[src/rtl/ec_cntl_pkg.sv]
// Shared constants, types and helpers for the encoding-engine sequencer.
package ec_cntl_pkg;

   localparam int unsigned K_MAX     = 128;
   localparam int unsigned M_MAX     = 128;
   localparam int unsigned M_MIN     = 2;
   localparam int unsigned LINES_MAX = 65535;

   localparam int unsigned MREG_W    = $clog2(M_MAX + 1);
   localparam int unsigned LINE_W    = $clog2(LINES_MAX + 1);

   // Write path latency: one cycle bitmatrix read plus one cycle engine.
   localparam int unsigned BM_RD_LAT = 1;
   localparam int unsigned ENG_LAT   = 1;
   localparam int unsigned WR_DELAY  = BM_RD_LAT + ENG_LAT;

   typedef enum logic [2:0] {
      IDLE,
      FETCH,
      LOAD,
      COMPUTE,
      DRAIN
   } seq_state_t;

   // Slot carried down the write pipeline; valid must stay the MSB.
   typedef struct packed {
      logic              valid;
      logic [MREG_W-1:0] row;
   } wr_slot_t;

   // Bring a configured row count into the supported [M_MIN, M_MAX] range.
   function automatic logic [MREG_W-1:0] clamp_m(input logic [MREG_W-1:0] m);
      if (m < MREG_W'(M_MIN)) return MREG_W'(M_MIN);
      if (m > MREG_W'(M_MAX)) return MREG_W'(M_MAX);
      return m;
   endfunction

endpackage

[src/rtl/eng_seq_cntl_if.sv]
// Control, FIFO, bitmatrix, engine and outbuf signals of the sequencer.
interface eng_seq_cntl_if;
   import ec_cntl_pkg::*;

   logic              start;
   logic [MREG_W-1:0] m_cfg;
   logic [LINE_W-1:0] num_lines;
   logic              inbuf_empty;
   logic              inbuf_rd_rq;
   logic              eng_load;
   logic              bm_rd_en;
   logic [MREG_W-1:0] bm_rd_addr;
   logic              eng_data_used;
   logic              outbuf_afull;
   logic              outbuf_wr_en;
   logic [MREG_W-1:0] outbuf_wr_row;
   logic              busy;
   logic              done;

   // Sequencer side.
   modport master (
      input  start, m_cfg, num_lines, inbuf_empty, outbuf_afull,
      output inbuf_rd_rq, eng_load, bm_rd_en, bm_rd_addr, eng_data_used,
             outbuf_wr_en, outbuf_wr_row, busy, done
   );

   // Surrounding controller, FIFO, memory, engine and outbuf.
   modport slave (
      output start, m_cfg, num_lines, inbuf_empty, outbuf_afull,
      input  inbuf_rd_rq, eng_load, bm_rd_en, bm_rd_addr, eng_data_used,
             outbuf_wr_en, outbuf_wr_row, busy, done
   );

endinterface

[src/rtl/ec_delay_line.sv]
// Fixed-latency shift register with synchronous clear; MSB of each word is a valid flag.
module ec_delay_line #(
   parameter int unsigned WIDTH = 8,
   parameter int unsigned DEPTH = 2
) (
   input  logic             clk,
   input  logic             clr,
   input  logic [WIDTH-1:0] din,
   output logic [WIDTH-1:0] dout,
   output logic             pend
);

   logic [WIDTH-1:0] stg [DEPTH];

   // Shift one stage per cycle; clear flushes every stage.
   always_ff @(posedge clk) begin
      if (clr) begin
         for (int unsigned i = 0; i < DEPTH; i++) stg[i] <= '0;
      end else begin
         stg[0] <= din;
         for (int unsigned i = 1; i < DEPTH; i++) stg[i] <= stg[i-1];
      end
   end

   assign dout = stg[DEPTH-1];

   // Valid words still upstream of the output stage.
   always_comb begin
      pend = 1'b0;
      for (int unsigned i = 0; i + 1 < DEPTH; i++) pend = pend | stg[i][WIDTH-1];
   end

endmodule

[src/rtl/eng_seq_cntl.sv]
// Sequences the encoding engine over a job of N lines with M parity rows each.
module eng_seq_cntl
   import ec_cntl_pkg::*;
(
   input  logic           clk,
   input  logic           rst,
   eng_seq_cntl_if.master bus
);

   seq_state_t        state_q;
   logic [MREG_W-1:0] m_q;
   logic [MREG_W-1:0] row_q;
   logic [LINE_W-1:0] lines_q;
   logic              eng_load_q;
   logic              busy_q;
   logic              done_q;

   logic              pop;
   logic              issue;
   logic              last_row;
   logic              wr_pend;
   wr_slot_t          wr_in;
   wr_slot_t          wr_out;

   // Pop and issue react to FIFO empty / outbuf almost-full in the same cycle.
   assign pop      = (state_q == FETCH) && !bus.inbuf_empty;
   assign issue    = (state_q == COMPUTE) && !bus.outbuf_afull;
   assign last_row = (row_q == (m_q - MREG_W'(1)));

   assign bus.inbuf_rd_rq   = pop;
   assign bus.bm_rd_en      = issue;
   assign bus.bm_rd_addr    = issue ? row_q : '0;
   assign bus.eng_data_used = issue;
   assign bus.eng_load      = eng_load_q;
   assign bus.busy          = busy_q;
   assign bus.done          = done_q;

   // Job sequencing: line fetch, engine load, row issue, pipeline drain.
   always_ff @(posedge clk) begin
      if (rst) begin
         state_q    <= IDLE;
         m_q        <= '0;
         row_q      <= '0;
         lines_q    <= '0;
         eng_load_q <= 1'b0;
         busy_q     <= 1'b0;
         done_q     <= 1'b0;
      end else begin
         eng_load_q <= 1'b0;
         done_q     <= 1'b0;
         case (state_q)
            IDLE: begin
               if (bus.start) begin
                  m_q     <= clamp_m(bus.m_cfg);
                  lines_q <= bus.num_lines;
                  if (bus.num_lines == '0) begin
                     done_q <= 1'b1;
                  end else begin
                     busy_q  <= 1'b1;
                     state_q <= FETCH;
                  end
               end
            end
            FETCH: begin
               if (pop) begin
                  eng_load_q <= 1'b1;
                  state_q    <= LOAD;
               end
            end
            LOAD: begin
               row_q   <= '0;
               state_q <= COMPUTE;
            end
            COMPUTE: begin
               if (issue) begin
                  if (last_row) begin
                     row_q   <= '0;
                     lines_q <= lines_q - LINE_W'(1);
                     state_q <= (lines_q == LINE_W'(1)) ? DRAIN : FETCH;
                  end else begin
                     row_q <= row_q + MREG_W'(1);
                  end
               end
            end
            DRAIN: begin
               // Once nothing is upstream of the output stage, the final write is leaving now.
               if (!wr_pend) begin
                  busy_q  <= 1'b0;
                  done_q  <= 1'b1;
                  state_q <= IDLE;
               end
            end
            default: state_q <= IDLE;
         endcase
      end
   end

   // Issued rows travel to the outbuf write port through a non-stallable pipeline.
   always_comb begin
      wr_in.valid = issue;
      wr_in.row   = issue ? row_q : '0;
   end

   ec_delay_line #(
      .WIDTH ($bits(wr_slot_t)),
      .DEPTH (WR_DELAY)
   ) u_wr_dly (
      .clk  (clk),
      .clr  (rst),
      .din  (wr_in),
      .dout (wr_out),
      .pend (wr_pend)
   );

   assign bus.outbuf_wr_en  = wr_out.valid;
   assign bus.outbuf_wr_row = wr_out.row;

endmodule

[src/flat_wrapper.sv]
// flat-port wrapper written by rule: the top's interface ports become plain ports
module eng_seq_cntl_flat import ec_cntl_pkg::*;
  (clk, rst, bus_start, bus_m_cfg, bus_num_lines, bus_inbuf_empty, bus_outbuf_afull, bus_inbuf_rd_rq, bus_eng_load, bus_bm_rd_en, bus_bm_rd_addr, bus_eng_data_used, bus_outbuf_wr_en, bus_outbuf_wr_row, bus_busy, bus_done);
  eng_seq_cntl_if bus_i ();
  input  logic clk;
  input  logic rst;
  input wire logic [$bits(bus_i.start)-1:0] bus_start;
  input wire logic [$bits(bus_i.m_cfg)-1:0] bus_m_cfg;
  input wire logic [$bits(bus_i.num_lines)-1:0] bus_num_lines;
  input wire logic [$bits(bus_i.inbuf_empty)-1:0] bus_inbuf_empty;
  input wire logic [$bits(bus_i.outbuf_afull)-1:0] bus_outbuf_afull;
  output wire logic [$bits(bus_i.inbuf_rd_rq)-1:0] bus_inbuf_rd_rq;
  output wire logic [$bits(bus_i.eng_load)-1:0] bus_eng_load;
  output wire logic [$bits(bus_i.bm_rd_en)-1:0] bus_bm_rd_en;
  output wire logic [$bits(bus_i.bm_rd_addr)-1:0] bus_bm_rd_addr;
  output wire logic [$bits(bus_i.eng_data_used)-1:0] bus_eng_data_used;
  output wire logic [$bits(bus_i.outbuf_wr_en)-1:0] bus_outbuf_wr_en;
  output wire logic [$bits(bus_i.outbuf_wr_row)-1:0] bus_outbuf_wr_row;
  output wire logic [$bits(bus_i.busy)-1:0] bus_busy;
  output wire logic [$bits(bus_i.done)-1:0] bus_done;
  assign bus_i.start = bus_start;
  assign bus_i.m_cfg = bus_m_cfg;
  assign bus_i.num_lines = bus_num_lines;
  assign bus_i.inbuf_empty = bus_inbuf_empty;
  assign bus_i.outbuf_afull = bus_outbuf_afull;
  assign bus_inbuf_rd_rq = bus_i.inbuf_rd_rq;
  assign bus_eng_load = bus_i.eng_load;
  assign bus_bm_rd_en = bus_i.bm_rd_en;
  assign bus_bm_rd_addr = bus_i.bm_rd_addr;
  assign bus_eng_data_used = bus_i.eng_data_used;
  assign bus_outbuf_wr_en = bus_i.outbuf_wr_en;
  assign bus_outbuf_wr_row = bus_i.outbuf_wr_row;
  assign bus_busy = bus_i.busy;
  assign bus_done = bus_i.done;
  eng_seq_cntl u_core (.clk(clk), .rst(rst), .bus(bus_i));
endmodule
[config.mk]
export PLATFORM = sky130hd
export DESIGN_NAME = eng_seq_cntl_flat
export DESIGN_NICKNAME = d
export VERILOG_FILES = /design/src/rtl/ec_cntl_pkg.sv /design/src/rtl/eng_seq_cntl_if.sv /design/src/rtl/ec_delay_line.sv /design/src/rtl/eng_seq_cntl.sv /design/src/flat_wrapper.sv
export SDC_FILE = /design/constraint.sdc
export NUM_CORES = 1
export LEC_CHECK = 0
export CAP_MARGIN = 20
export CELL_PAD_IN_SITES_DETAIL_PLACEMENT = 0
export CELL_PAD_IN_SITES_GLOBAL_PLACEMENT = 1
export CORE_MARGIN = 1.5
export CORE_UTILIZATION = 40
export CTS_CLUSTER_DIAMETER = 150
export DETAILED_ROUTE_END_ITERATION = 10
export PLACE_DENSITY_LB_ADDON = 0.1
export SYNTH_ARGS = -nofsm -noshare
export SYNTH_HDL_FRONTEND = slang
export SYNTH_SLANG_ARGS = --single-unit
export TNS_END_PERCENT = 1
[constraint.sdc]
create_clock -name clk -period 3 [get_ports clk]
set_input_delay 0.9 -clock clk [delete_from_list [all_inputs] [get_ports clk]]
set_output_delay 0.9 -clock clk [all_outputs]
set_load 0.1 [all_outputs]
After elaboration in Yosys (flattened, before gate mapping)
Memories as Yosys holds them, arrays and structs flattened. Cells that the tools add are included.

Add/subtract/negate cells: 3. $lt $le $gt $ge: 2. Bitwise gates (word level): 3. Reduce and logical (&&, ||, !) cells: 15. Eq/ne operators: 12. Multiplexer cells: 43.

Operators with widths (number): $mux 8 (7); $mux 16 (3); $pmux 16 s2 (1); $mux 3 (7); $mux 1 (19); $mux 9 (2); $eq 16x1->1 const B (1); $logic_not 16->1 (1); $pmux 8 s2 (1); $sub 16x1->16 const B (1); $pmux 3 s5 (1); $add 8x1->8 const B (1); $eq 8x8->1 (1); $gt 8x8->1 const B (1); $lt 8x2->1 const B (1); $ne 2x2->1 const B (4); $reduce_and 4->1 (2); $sub 8x1->8 const B (1); $eq 3x2->1 const B (2); $reduce_and 6->1 (1); $reduce_bool 2->1 (3); $ne 2x1->1 const B (2); $pmux 1 s2 (2); $reduce_and 2->1 (2); other kinds (8) (11).

Bits of input ports: 29. Output and inout bits: 23. Memories: 1. Bits in writable memories: 18. Register bits after elaboration: 38. Word-level logic and storage cells: 86.

Memory list: u_core.u_wr_dly.stg (depth 2, width 9, rd ports 2, clocked after memory_dff 0, write ports 2, line ec_delay_line.sv:13) `logic [WIDTH-1:0] stg [DEPTH];`.

Logic depth before layout (Yosys ltp)
Gate-level depths: netlist of the first run.

Depth after elaboration: 11. Gate-level depth with buffers: 13. Depth with buffers taken out: 9.

By module
Synthesis of the first run repeated with hierarchy kept, for this count alone.

Cell total of the unflattened synthesis: 350. Area, all modules: 2999.1 um^2.

By module, submodules not included: eng_seq_cntl (times used 1, sequential area each 760.7 um^2, area each 2442.3 um^2, cells an instance 304); ec_delay_line (times used 1, sequential area each 360.3 um^2, area each 556.8 um^2, cells an instance 46).

Worst setup path before layout of the first run
Ideal clock, no wire load.

Kind: input-to-output. Start point: input port bus_inbuf_empty. End point: output port bus_inbuf_rd_rq. Buffers on the path: 0. Data required time: 2.100 ns. Cell stages on the path: 1. Path slack: -1.998 ns. Arrival: 4.098 ns. Cells stage by stage: nor4b_1.

Cells in the longest elaborated chain, start to end: 2.

RTL lines: from (decl) (line flat_wrapper.sv:10) `input wire logic [$bits(bus_i.inbuf_empty)-1:0] bus_inbuf_empty;`; $logic_not 1->1 (line eng_seq_cntl.sv:26) `assign pop = (state_q == FETCH) && !bus.inbuf_empty;`; $logic_and 1x1->1 (line eng_seq_cntl.sv:26); to (decl) (line flat_wrapper.sv:12) `output wire logic [$bits(bus_i.inbuf_rd_rq)-1:0] bus_inbuf_rd_rq;`.

No other way between the ends.

Worst setup path in the final report of the first run
Ends and elaborated chain as after synthesis.

==> results of run 1 <==
placed cells by master, fill, tap and decap left out, types with 3 or more instances in the layout:
master	n
o211a_1	3
ha_1	4
buf_12	11
and2_1	16
buf_4	29
o21ai_0	7
or3_1	3
a21oi_1	22
nand3b_1	7
nor3_1	8
nand2_1	43
nand2b_1	3
and3_1	10
a31oi_1	7
clkbuf_8	5
o21bai_1	3
mux2i_1	6
inv_1	8
xnor2_1	10
nor4_1	13
nand3_1	10
dfxtp_1	56
xor2_1	11
or4_1	4
clkdlybuf4s50_1	27
nor2b_1	13
a211oi_1	7
nor2_1	33
nand4_1	9
final cells by class:
class,instances,area [um^2]
Tap cell,102,127.6
Inverter,9,33.78
Multi-Input combinational cell,290,1841
Timing Repair Buffer,68,720.7
Fill cell,753,3710
Sequential cell,56,1121
Clock buffer,5,68.82
Clock inverter,3,25.02
power by group:
part,switching [mW],internal (mW)
registers,0.0537,0.786
logic,0.319,0.235
clock network,0.267,0.171
metrics by stage:
stage / TNS (ns) / std cells / worst slack (ns) / cell area [um^2]
finish: 0 / 533 / 0.1971 / 3938
global placement: 0 / 525 / 0.05926 / 3841
global route: 0 / 533 / 0.1720 / 3938
detailed placement: 0 / 525 / 0.01731 / 3841
CTS: 0 / 533 / 0.01133 / 3935
floorplan: -3.810 / 386 / -0.4976 / 3171
timing repair:
action,CTS,global route
hold buffers,0,0
resized for setup,0,1
endpoints found under the setup margin,0,9
endpoints found under the hold margin,0,0
state kept, by name, summed over array words and instances (netlist names):
| name | count |
|---|---|
| u_core.bus.done | 1 |
| u_core.bus.eng_load | 1 |
| u_core.row_q | 8 |
| u_core.m_q | 8 |
| u_core.u_wr_dly.stg | 18 |
| u_core.bus.busy | 1 |
| u_core.lines_q | 16 |
| u_core.state_q | 3 |
kinds of logic (layout without fill, tap and decap cells):
| logic type | after synthesis | in the layout | synth area share, % |
|---|---|---|---|
| xor gates and xnor gates | 21 | 21 | 5.852 |
| AOI/OAI and AO/OA | 70 | 70 | 15.13 |
| DFF | 56 | 56 | 35.67 |
| muxes | 7 | 7 | 2.269 |
| buffers and inverters | 40 | 85 | 6.648 |
| and+or+nand+nor | 188 | 188 | 32.84 |
| adders and majority gates | 4 | 4 | 1.592 |
worst min-delay path by stage:
stage                                    startpoint                          to  cells past startpoint
after floorplan           u_core.u_wr_dly.stg[0][1]  u_core.u_wr_dly.stg[0][10]                      1
after global placement    u_core.u_wr_dly.stg[0][6]  u_core.u_wr_dly.stg[0][15]                      1
after detailed placement  u_core.u_wr_dly.stg[0][4]  u_core.u_wr_dly.stg[0][13]                      1
after CTS                 u_core.u_wr_dly.stg[0][4]  u_core.u_wr_dly.stg[0][13]                      1
after global routing      u_core.u_wr_dly.stg[0][4]  u_core.u_wr_dly.stg[0][13]                      1
final                     u_core.u_wr_dly.stg[0][2]  u_core.u_wr_dly.stg[0][11]                      1
critical path, cell delays in order:
cell and delay [ns]:
clkdlybuf4s50_1 0.47, nor4b_4 0.31, buf_12 0.22
layer usage:
layer  global-route usage, %  part of all wire (%)  up-vias
met5                       0                     0        -
met4                   4.167                  0.97        0
met3                   3.980                   3.7        8
met2                   31.22                    44       55
met1                   27.16                    51     1297
li1                        -                     -     1451
==> impl_metrics.ini, run 1 <==
[global_routing]
grt_max_degree = 30
grt_pass1_vias = 2673
grt_pass1_wl_um = 13180
antenna_found_initial = 0
grt_overflow = 0
grt_usage_pct = 19.54

[place]
io_buffers = 51
gp_congestion = 0.7841
dp_hpwl_um = 5819

[clock_network]
cts_sinks = 56
cts_buffer_depth = 2
cts_buffers = 5
path_clk_slew_ns = 0.10
cts_setup_buffers = 0
htreeDepth = 2
tritoncts = built
insertion_delay_ns = 0.32
root_buffer = clkbuf_8

[detailed_routing]
num_vias = 2811
drcViolationCount = 0
drt-initial-drc-count = 79
antenna_left = 0
routed_wl_um = 7713
drt_pass1_iterations = 4
vias_per_cell = 5.274
wl_per_cell_um = 14.47

[critical_path]
crit_required_ns = 2.10
startpoint_type = primary input
startpoint = bus_inbuf_empty
crit_arrival_ns = 1.90
worstReg2RegEnd = u_core.lines_q[12]
timing.rr.start = u_core.m_q[1]
r2r_cells = 9
rrSetupSlack_ns = 0.47
path_class = primary input to output port
crit_end = bus_inbuf_rd_rq
path_max_fanout = 2
end_kind = output port

[logic_synthesis]
yosys_warnings = 0
synthTopCellsByCount = dfxtp_1, nand2_1, nor2_1
synth_top_cell_by_area = dfxtp_1
synth_cells = 386
synth-seq-cells = 56
seq_area_frac_synth_pct = 35.67
yosysMostFrequentCell = dfxtp_1
synth_top_area_share_pct = 35.67
synth-edff-count = 0
async_flop_share_pct = 0
synthDistinctLibCells = 62
syn-num-nets = 419
synth_ff_type = dfxtp_1
ys_top_cells_by_area = dfxtp_1, nand2_1, nor2_1, a21oi_1, and2_1
syn_area_um2 = 3143
synth_area_per_cell_um2 = 8.143

[min_path]
hold_class = register to register

[timing]
setup_viol = 0
hold_viol = 0
max_freq_mhz = 356.8
relSlewSlack_pct = 57.53
grt_setup_unrepaired = no
finalMaxSlewViolations = 0
whs_ns = 0.4441
period_needed_ns = 2.803
tightest_slew_ns = 0.6347
post-route-period-util_pct = 93.43
fin_worst_skew_ns = 0.009658

[floorplanning]
initial_core_util_pct = 41.10
die_y_um = 91.64
coreArea_um2 = 7647
die_area_um2 = 8398
rows = 32
io_pins = 52
fp.dieW_um = 91.64

[power]
ir_drop_v = 0.0002012
p_total_mw = 1.832
power.leakage_nw = 1.638
power.density_nw_per_um2 = 465.3

[cells_and_area]
area_growth_pct = 25.28
drive_above_1_share_pct = 14.85
fin_nets = 463
diodes = 0
utilization_pct = 51.49

[outcome]
outcome = finished, final reports clean

[job]
drv_cap = 0
Note: power is estimated with default switching activity, not from simulation.
==> inputs of run 2 (changes only) <==
- ABC_AREA: unset -> 0
==> results of run 2 <==
Final layout, timing and power as in run 1 (identical DEF).
==> inputs of run 3 (changes only) <==
- CORE_UTILIZATION: 40 -> 47
- DONT_BUFFER_PORTS: unset -> 1
==> run 3 against run 2 <==
  * Final cell count fell by 13%
  * Clock power barely moved
  * The flow now finishes with violations (DRC)
  * Sequential power rose by 1%
  * Highest routed layer unchanged
  * Final area fell by 12%
==> impl_metrics.ini, run 3 (same netlist as run 1, synthesis figures left out) <==
[outcome]
outcome = complete, but fails checks
violations = DRC

[timing]
finalMaxSlewViolations = 0
grt_setup_unrepaired = no
fin_worst_skew_ns = 0.008111
tightest_slew_ns = 0.9316
max_freq_mhz = 353.7
period_needed_ns = 2.827
post-route-period-util_pct = 94.25
setup_viol = 0
relSlewSlack_pct = 37.81
hold_viol = 0
final.setup.worst_slack_ns = 0.1726
fin_tns_setup_ns = 0

[global_routing]
grt_usage_pct = 20.59
gr-usage-met1_pct = 28.62
antenna_found_initial = 0
grt_use_met3_pct = 4.425
busiest_layer = met2
grt_overflow = 0
grt_pass1_vias = 2441
grt_max_degree = 40
grt_pass1_wl_um = 11920
met2_usage_pct = 32.58

[clock_network]
cts_setup_buffers = 0
cts_buffers = 5
insertion_delay_ns = 0.31
cts_buffer_depth = 2
path_clk_slew_ns = 0.10
tritoncts = built
htreeDepth = 2
ctsHoldBuffers = 0
cts.repair.resized = 0
cts_sinks = 56
root_buffer = clkbuf_8

[critical_path]
cp_num_buf_inv = 1
slowest_stage = buf_4
crit_arrival_ns = 1.93
slowest_delay_ns = 0.50
path_max_fanout = 8
crit_required_ns = 2.10
crit_family = simple AND/OR/NAND/NOR gates
startpoint_type = register
end_kind = output port
crit_chain = nor2b_1, nand2_1, nor2_4, buf_4
path_class = register to output port

[place]
gp_congestion = 0.7914
post-place-ws_ns = 0.4802
io_buffers = 0
dpl_cell_area_um2 = 3386
dp_hpwl_um = 5290

[cells_and_area]
area_growth_pct = 10.79
layout_commonest_cell = dfxtp_1
n_fill_cell = 615
diodes = 0
max_flop_register = u_core.u_wr_dly.stg
fin_area_um2 = 3482
largest_reg_flops = 18
largest_registers = u_core.u_wr_dly.stg x18, u_core.lines_q x16
final_cell_mix = dfxtp_1, nand2_1, nor2_1, a21oi_1, buf_4
fin_nets = 420
utilization_pct = 54.22
drive_above_1_share_pct = 12.63

[power]
power.density_nw_per_um2 = 500.5
ir_drop_v = 0.0002931
power.leakage_nw = 1.446
p_total_mw = 1.743

[detailed_routing]
drt-initial-drc-count = 144
drt_pass1_iterations = 10
wl_per_cell_um = 15.36
antenna_left = 0
drcViolationCount = 6
num_vias = 2660
routed_wl_um = 7144
vias_per_cell = 5.720

[floorplanning]
initial_core_util_pct = 48.94
io_pins = 52
die_area_um2 = 7187
coreArea_um2 = 6422
die_y_um = 84.78
rows = 29
fp.dieW_um = 84.78

[job]
drv_cap = 0

[min_path]
hold_class = register to register
run 3: per-layer routing:
layer | wire, um | vias to the layer above
met4 | 76 | 0
met1 | 3455 | 1211
met2 | 3257 | 73
li1 | - | 1368
met3 | 355 | 8
met5 | 0 | -
run 3: final timing paths:
| kind | from | to | slack [ns] | cells after the start |
|---|---|---|---|---|
| setup / recovery | u_core.state_q[1] | bus_eng_data_used | 0.17 | 4 |
| hold reg to reg | u_core.u_wr_dly.stg[0][7] | u_core.u_wr_dly.stg[0][16] | 0.45 | 1 |
| hold / removal | u_core.u_wr_dly.stg[0][7] | u_core.u_wr_dly.stg[0][16] | 0.45 | 1 |
| setup reg to reg | u_core.m_q[0] | u_core.lines_q[14] | 0.46 | 9 |
run 3: area by class of cell:
type                       count  area [um^2]  area share [%]
tap                           77        96.34           2.767
clock inverter                 3        27.53          0.7905
inverter                       9        33.78          0.9702
multi-input combinational    290         1847           53.04
clock buffer                   5        68.82           1.976
sequential                    56         1121           32.20
timing repair buffer          25        287.8           8.264
run 3: stage by stage:
stage	std cells	hold slack, ns
final	465	0.4480
after global routing	465	0.4534
after CTS	465	0.4495
after detailed placement	457	0.4243
after global placement	457	0.4202
after floorplan	386	0.4138
run 3: power breakdown:
part / internal, mW / switching, mW / total (mW)
Clock: 0.172 / 0.265 / 0.438
Combinational: 0.178 / 0.274 / 0.453
Sequential: 0.787 / 0.0658 / 0.852
